===== src/rtl/timer_pkg.sv =====
`timescale 1ns/1ps
`default_nettype none
// ============================================================================
//  Module   : timer_pkg
//  Purpose  : Shared types and constants for the 60-second timer.
//             Holds the run-control state encoding and the BCD digit limits
//             used by the seconds counter.
//  Revision : 1.0  initial release
// ============================================================================
package timer_pkg;

  // Run-control states of the seconds counter.
  typedef enum logic [1:0] {
    IDLE  = 2'd0,
    RUN   = 2'd1,
    PAUSE = 2'd2
  } state_t;

  // Highest legal value of each BCD digit.
  localparam logic [3:0] ONES_MAX = 4'd9;
  localparam logic [3:0] TENS_MAX = 4'd5;

endpackage : timer_pkg
`default_nettype wire


===== src/rtl/button_sync_edge.sv =====
`timescale 1ns/1ps
`default_nettype none
// ============================================================================
//  Module   : button_sync_edge
//  Purpose  : Brings one raw active-low pushbutton into the clk domain and
//             reports each press as a single-cycle pulse.
//  Ports    : clk     - board clock
//             reset_n - asynchronous active-low reset
//             btn_n   - raw button, low while pressed, asynchronous to clk
//             press   - one-cycle high pulse per 1->0 transition of the
//                       synchronized button
//  Revision : 1.0  initial release
// ============================================================================
module button_sync_edge (
  input  logic clk,
  input  logic reset_n,
  input  logic btn_n,
  output logic press
);

  logic r_sync1;
  logic r_sync2;
  logic r_prev;

  // All three flops reset to 1 so a released button never looks like a press
  // coming out of reset.
  always_ff @(posedge clk or negedge reset_n) begin
    if (!reset_n) begin
      r_sync1 <= 1'b1;
      r_sync2 <= 1'b1;
      r_prev  <= 1'b1;
    end else begin
      r_sync1 <= btn_n;
      r_sync2 <= r_sync1;
      r_prev  <= r_sync2;
    end
  end

  // Falling edge of the synchronized level; a held button yields one pulse.
  assign press = r_prev & ~r_sync2;

endmodule : button_sync_edge
`default_nettype wire


===== src/rtl/seconds_counter_60.sv =====
`timescale 1ns/1ps
`default_nettype none
// ============================================================================
//  Module   : seconds_counter_60
//  Purpose  : Divides the board clock to a one-second tick and runs a BCD
//             seconds count 00..59 under start/stop and clear buttons.
//  Ports    : clk          - board clock, rising-edge active
//             reset_n      - asynchronous active-low reset
//             start_stop_n - raw active-low button, each press toggles
//                            run/pause
//             clear_n      - raw active-low button, zeroes count and stops
//             ones         - BCD ones digit, 0..9
//             tens         - BCD tens digit, 0..5
//             running      - high while in RUN
//             wrap         - one-cycle pulse on the 59 -> 00 transition
//  Revision : 1.0  initial release
// ============================================================================
module seconds_counter_60
  import timer_pkg::*;
#(
  parameter int TICKS_PER_SEC = 50_000_000
) (
  input  logic       clk,
  input  logic       reset_n,
  input  logic       start_stop_n,
  input  logic       clear_n,
  output logic [3:0] ones,
  output logic [3:0] tens,
  output logic       running,
  output logic       wrap
);

  localparam int                 c_PRE_W    = (TICKS_PER_SEC > 2) ? $clog2(TICKS_PER_SEC) : 1;
  localparam logic [c_PRE_W-1:0] c_PRE_LAST = c_PRE_W'(TICKS_PER_SEC - 1);

  logic               w_start;
  logic               w_clr;
  logic               w_run;
  logic               w_tick;
  state_t             r_state;
  state_t             w_state_nxt;
  logic [c_PRE_W-1:0] r_presc;
  logic [3:0]         r_ones;
  logic [3:0]         r_tens;
  logic               r_running;
  logic               r_wrap;

  // --------------------------------------------------------------------------
  // Button conditioning
  // --------------------------------------------------------------------------
  button_sync_edge u_start_sync (
    .clk     (clk),
    .reset_n (reset_n),
    .btn_n   (start_stop_n),
    .press   (w_start)
  );

  button_sync_edge u_clear_sync (
    .clk     (clk),
    .reset_n (reset_n),
    .btn_n   (clear_n),
    .press   (w_clr)
  );

  // --------------------------------------------------------------------------
  // Run-control FSM
  // --------------------------------------------------------------------------
  always_ff @(posedge clk or negedge reset_n) begin
    if (!reset_n) begin
      r_state   <= IDLE;
      r_running <= 1'b0;
    end else begin
      r_state   <= w_state_nxt;
      r_running <= (w_state_nxt == RUN);
    end
  end

  // Clear has priority over a simultaneous start press.
  always_comb begin
    w_state_nxt = r_state;
    if (w_clr) begin
      w_state_nxt = IDLE;
    end else if (w_start) begin
      case (r_state)
        IDLE:    w_state_nxt = RUN;
        RUN:     w_state_nxt = PAUSE;
        PAUSE:   w_state_nxt = RUN;
        default: w_state_nxt = IDLE;
      endcase
    end
  end

  // --------------------------------------------------------------------------
  // Prescaler and BCD count
  // --------------------------------------------------------------------------
  // The count advances on every cycle spent in RUN, including the cycle in
  // which a pause press is acted on, so a second always takes exactly
  // TICKS_PER_SEC cycles of RUN regardless of where it was interrupted.
  assign w_run  = (r_state == RUN);
  assign w_tick = w_run && (r_presc == c_PRE_LAST);

  always_ff @(posedge clk or negedge reset_n) begin
    if (!reset_n) begin
      r_presc <= '0;
      r_ones  <= 4'd0;
      r_tens  <= 4'd0;
      r_wrap  <= 1'b0;
    end else begin
      r_wrap <= 1'b0;
      if (w_clr) begin
        r_presc <= '0;
        r_ones  <= 4'd0;
        r_tens  <= 4'd0;
      end else if (w_run) begin
        if (w_tick) begin
          r_presc <= '0;
          if (r_ones < ONES_MAX) begin
            r_ones <= r_ones + 4'd1;
          end else begin
            r_ones <= 4'd0;
            if (r_tens == TENS_MAX) begin
              r_tens <= 4'd0;
              r_wrap <= 1'b1;
            end else begin
              r_tens <= r_tens + 4'd1;
            end
          end
        end else begin
          r_presc <= r_presc + 1'b1;
        end
      end
    end
  end

  assign ones    = r_ones;
  assign tens    = r_tens;
  assign running = r_running;
  assign wrap    = r_wrap;

endmodule : seconds_counter_60
`default_nettype wire


===== config.mk =====
export PLATFORM = sky130hd
export DESIGN_NAME = seconds_counter_60
export DESIGN_NICKNAME = d
export VERILOG_FILES = /design/src/rtl/timer_pkg.sv /design/src/rtl/button_sync_edge.sv /design/src/rtl/seconds_counter_60.sv
export SDC_FILE = /design/constraint.sdc
export NUM_CORES = 1
export LEC_CHECK = 0
export ABC_AREA = 1
export CORE_MARGIN = 4
export CORE_UTILIZATION = 41
export CTS_CLUSTER_SIZE = 30
export DETAILED_ROUTE_END_ITERATION = 16
export PLACE_DENSITY = 0.65
export SLEW_MARGIN = 5
export SYNTH_ARGS = -nofsm -noshare
export SYNTH_HDL_FRONTEND = slang
export SYNTH_SLANG_ARGS = --single-unit

===== constraint.sdc =====
create_clock -name clk -period 2.3 [get_ports clk]
set_clock_uncertainty 0.2 [all_clocks]
set_input_delay 0.575 -clock clk [delete_from_list [all_inputs] [get_ports clk]]
set_output_delay 0.575 -clock clk [all_outputs]
set_load 0.01 [all_outputs]

==> results of run 1 <==
cells in the mapped netlist:
master,n,share of area [%]
a21oi_1,3,0.60
a31o_2,1,0.35
buf_12,1,0.79
buf_2,1,0.20
buf_4,1,0.30
buf_6,1,0.45
clkbuf_1,1,0.15
clkinv_1,1,0.15
dfrtp_1,38,38
dfstp_2,6,6.3
ha_1,5,2.5
inv_1,54,8.0
nand2_1,102,15
nand2_2,5,1.2
nand3_1,23,4.6
nand4_1,13,3.2
nor2_1,67,10
nor2_2,1,0.25
nor2_4,1,0.45
nor2_8,1,0.79
nor3_1,6,1.2
nor3b_1,1,0.30
nor4_1,2,0.50
o21ai_0,3,0.60
xnor2_1,5,1.7
xor2_1,7,2.4
power by group through the flow:
stage                     Clock (µW)  Sequential, µW  Combinational [µW]
after detailed placement           0             934                 354
final                            493             919                 351
after floorplan                    0             939                 187
after global routing             545             933                 398
after CTS                        510             921                 357
after global placement             0             933                 351
flip-flops by register name, indices dropped and copies added, names as in the netlist:
signal	cells
r_presc	26
ones	4
tens	4
r_state	2
running	1
u_clear_sync.r_prev	1
u_clear_sync.r_sync1	1
u_clear_sync.r_sync2	1
u_start_sync.r_prev	1
u_start_sync.r_sync1	1
u_start_sync.r_sync2	1
wrap	1
area by class of cell:
cell class / count / area [µm²]
clock buffers: 6 / 72.6
clock inverters: 2 / 16.3
fillers: 628 / 3130
inverters: 55 / 206
multi-input cells: 246 / 1160
flip-flops and latches: 44 / 1110
well taps: 75 / 93.8
repair buffers: 17 / 168
path summary, 6_finish.rpt:
check                      cells past startpoint                   end  slack (ns)                 start
min in group clk                               0  u_clear_sync.r_sync2        0.16  u_clear_sync.r_sync1
setup reg to reg                               8           r_presc[24]        0.32   u_clear_sync.r_prev
max in group asynchronous                      2   u_clear_sync.r_prev        1.28               reset_n
hold reg to reg                                0  u_clear_sync.r_sync2        0.16  u_clear_sync.r_sync1
hold / removal                                 1            r_presc[6]        0.04               reset_n
setup / recovery                               1               tens[0]        0.21               tens[0]
stage by stage:
step                util [%]  hold slack [ns]  std cells
CTS                     47.4           0.0618        445
floorplan                  -           0.0794        350
finish                  47.4           0.0394        445
global route            47.4           0.0742        445
global placement        45.9            0.147        437
detailed placement      45.9            0.148        437
layer usage:
metal / share of wire, % / wire (µm) / vias up / track usage [%]
li1: - / - / 1103 / -
met1: 50 / 2660 / 969 / 23.1
met2: 45 / 2370 / 57 / 25.2
met3: 3.9 / 209 / 5 / 3.42
met4: 1.0 / 55 / 0 / 4.11
met5: 0 / 0 / - / 0
logic make-up after synthesis:
family / share of synthesized area (%)
AND/OR/NAND/NOR: 37.7
flip-flops: 44.0
AO/OA/AOI/OAI: 1.54
buffers and inverters: 10.1
XOR/XNOR: 4.17
adder cells (fa/ha/maj): 2.48
==> metrics.txt, run 1 <==
final instance area=2820 µm²; Area Growth Syn to Fin=12.0%; total gr overflow=0; Post-CTS Setup Repair Bufs=0; Pins Over Slew Limit=0; Die Ht=86.4 µm; first-pass GRT wire length=9800 µm; Die W=86.4 µm; FF+latch count, synth=44; antenna cell count=0; crit path time final=2.09 ns; critical-path maximum fanout=6; Clock transition at path regs=0.09 ns; Sequential Power Share=52.1%; Hold Crit Class=input pin to asynchronous set/reset pin; P_leak=0.00139 µW; Worst setup EP type=primary output; # IOs=14; wirelength, routed=5300 µm; Nets=378; Tot Pwr=1760 µW; RSZ-0062 raised after global routing=false; # DRC=0; most frequent cells in the layout=nand2_1, nor2_1, inv_1; # port buffers=13; Die ar.=7460 µm²; warnings from Yosys=0; first-iteration detailed-routing DRC count=144; crit-path cells=clkdlybuf4s50_1; gr usage total=16.2%; Tcrit/Tclk final=91.0%; combinational share of power=19.9%; CTS tree=done; Worst Path Required=1.52 ns; cells after synthesis=350; Clk Latency, worst-skew pair=0.30 ns; worst path bufs/invs=1; area post-placement=2730 µm²; switching share of power=30.5%; PostCTS Resize Cnt=0; Worst Slack Setup Final=0.207 ns; Rel. slew slack=65.5%; crit path launch type=register; initial antenna violation count=0; Pint=1220 µW; CTS Hold Bufs=0; Core Region=5960 µm²; vias in the first global route=2155; worst slew pin tran=0.517 ns; Sw Pwr=537 µW; final setup vio count=0; hpwl dp=3940 µm; outcome=finished clean; Antenna Nets Post-Route=0; 1st-pass router iterations=5; average wire per standard cell=11.9 µm; critical path class=register to primary output; CTS Buffer Depth=2; Seq/Total Area, Yosys=44.0%; power per cell area=625 nW/µm²; CTS Buf Count=5; clock group share of total power=28.0%; largest net degree at the start of global routing=25; Max Clock Freq=478 MHz; Clock Sinks=44; vias after detailed routing=2134; Via density=4.80; row count=28; commonest non-fill, non-tap cell in the layout=nand2_1; Synth cell types=26; VDD IR max=0.000422 V; H-tree Lvls=2; max-cap violation count=0; final hold vios=0; CP max stage cell=clkdlybuf4s50_1; delay-heaviest family, CP=buffers and inverters; total negative slack=0 ns; cell area after synthesis=2520 µm²; syn_area_per_cell=7.20 µm²; Initial Utilization=42.3%; final estimated routing congestion in global placement=0.837; worst slack, placed=0.345 ns; clock tree root buffer cell=clkbuf_8; Crit path largest cell delay=0.57 ns; layout cells sized above 1=7.30%; Critical Path AT=1.32 ns; Synthesized Nets=359
Note: power is estimated with default switching activity, not from simulation.
==> run 2: changes to the inputs <==
Settings changed: CTS_CLUSTER_DIAMETER set to 60.
==> results of run 2 <==
The final DEF is identical to that of run 1; final timing and power are the same.
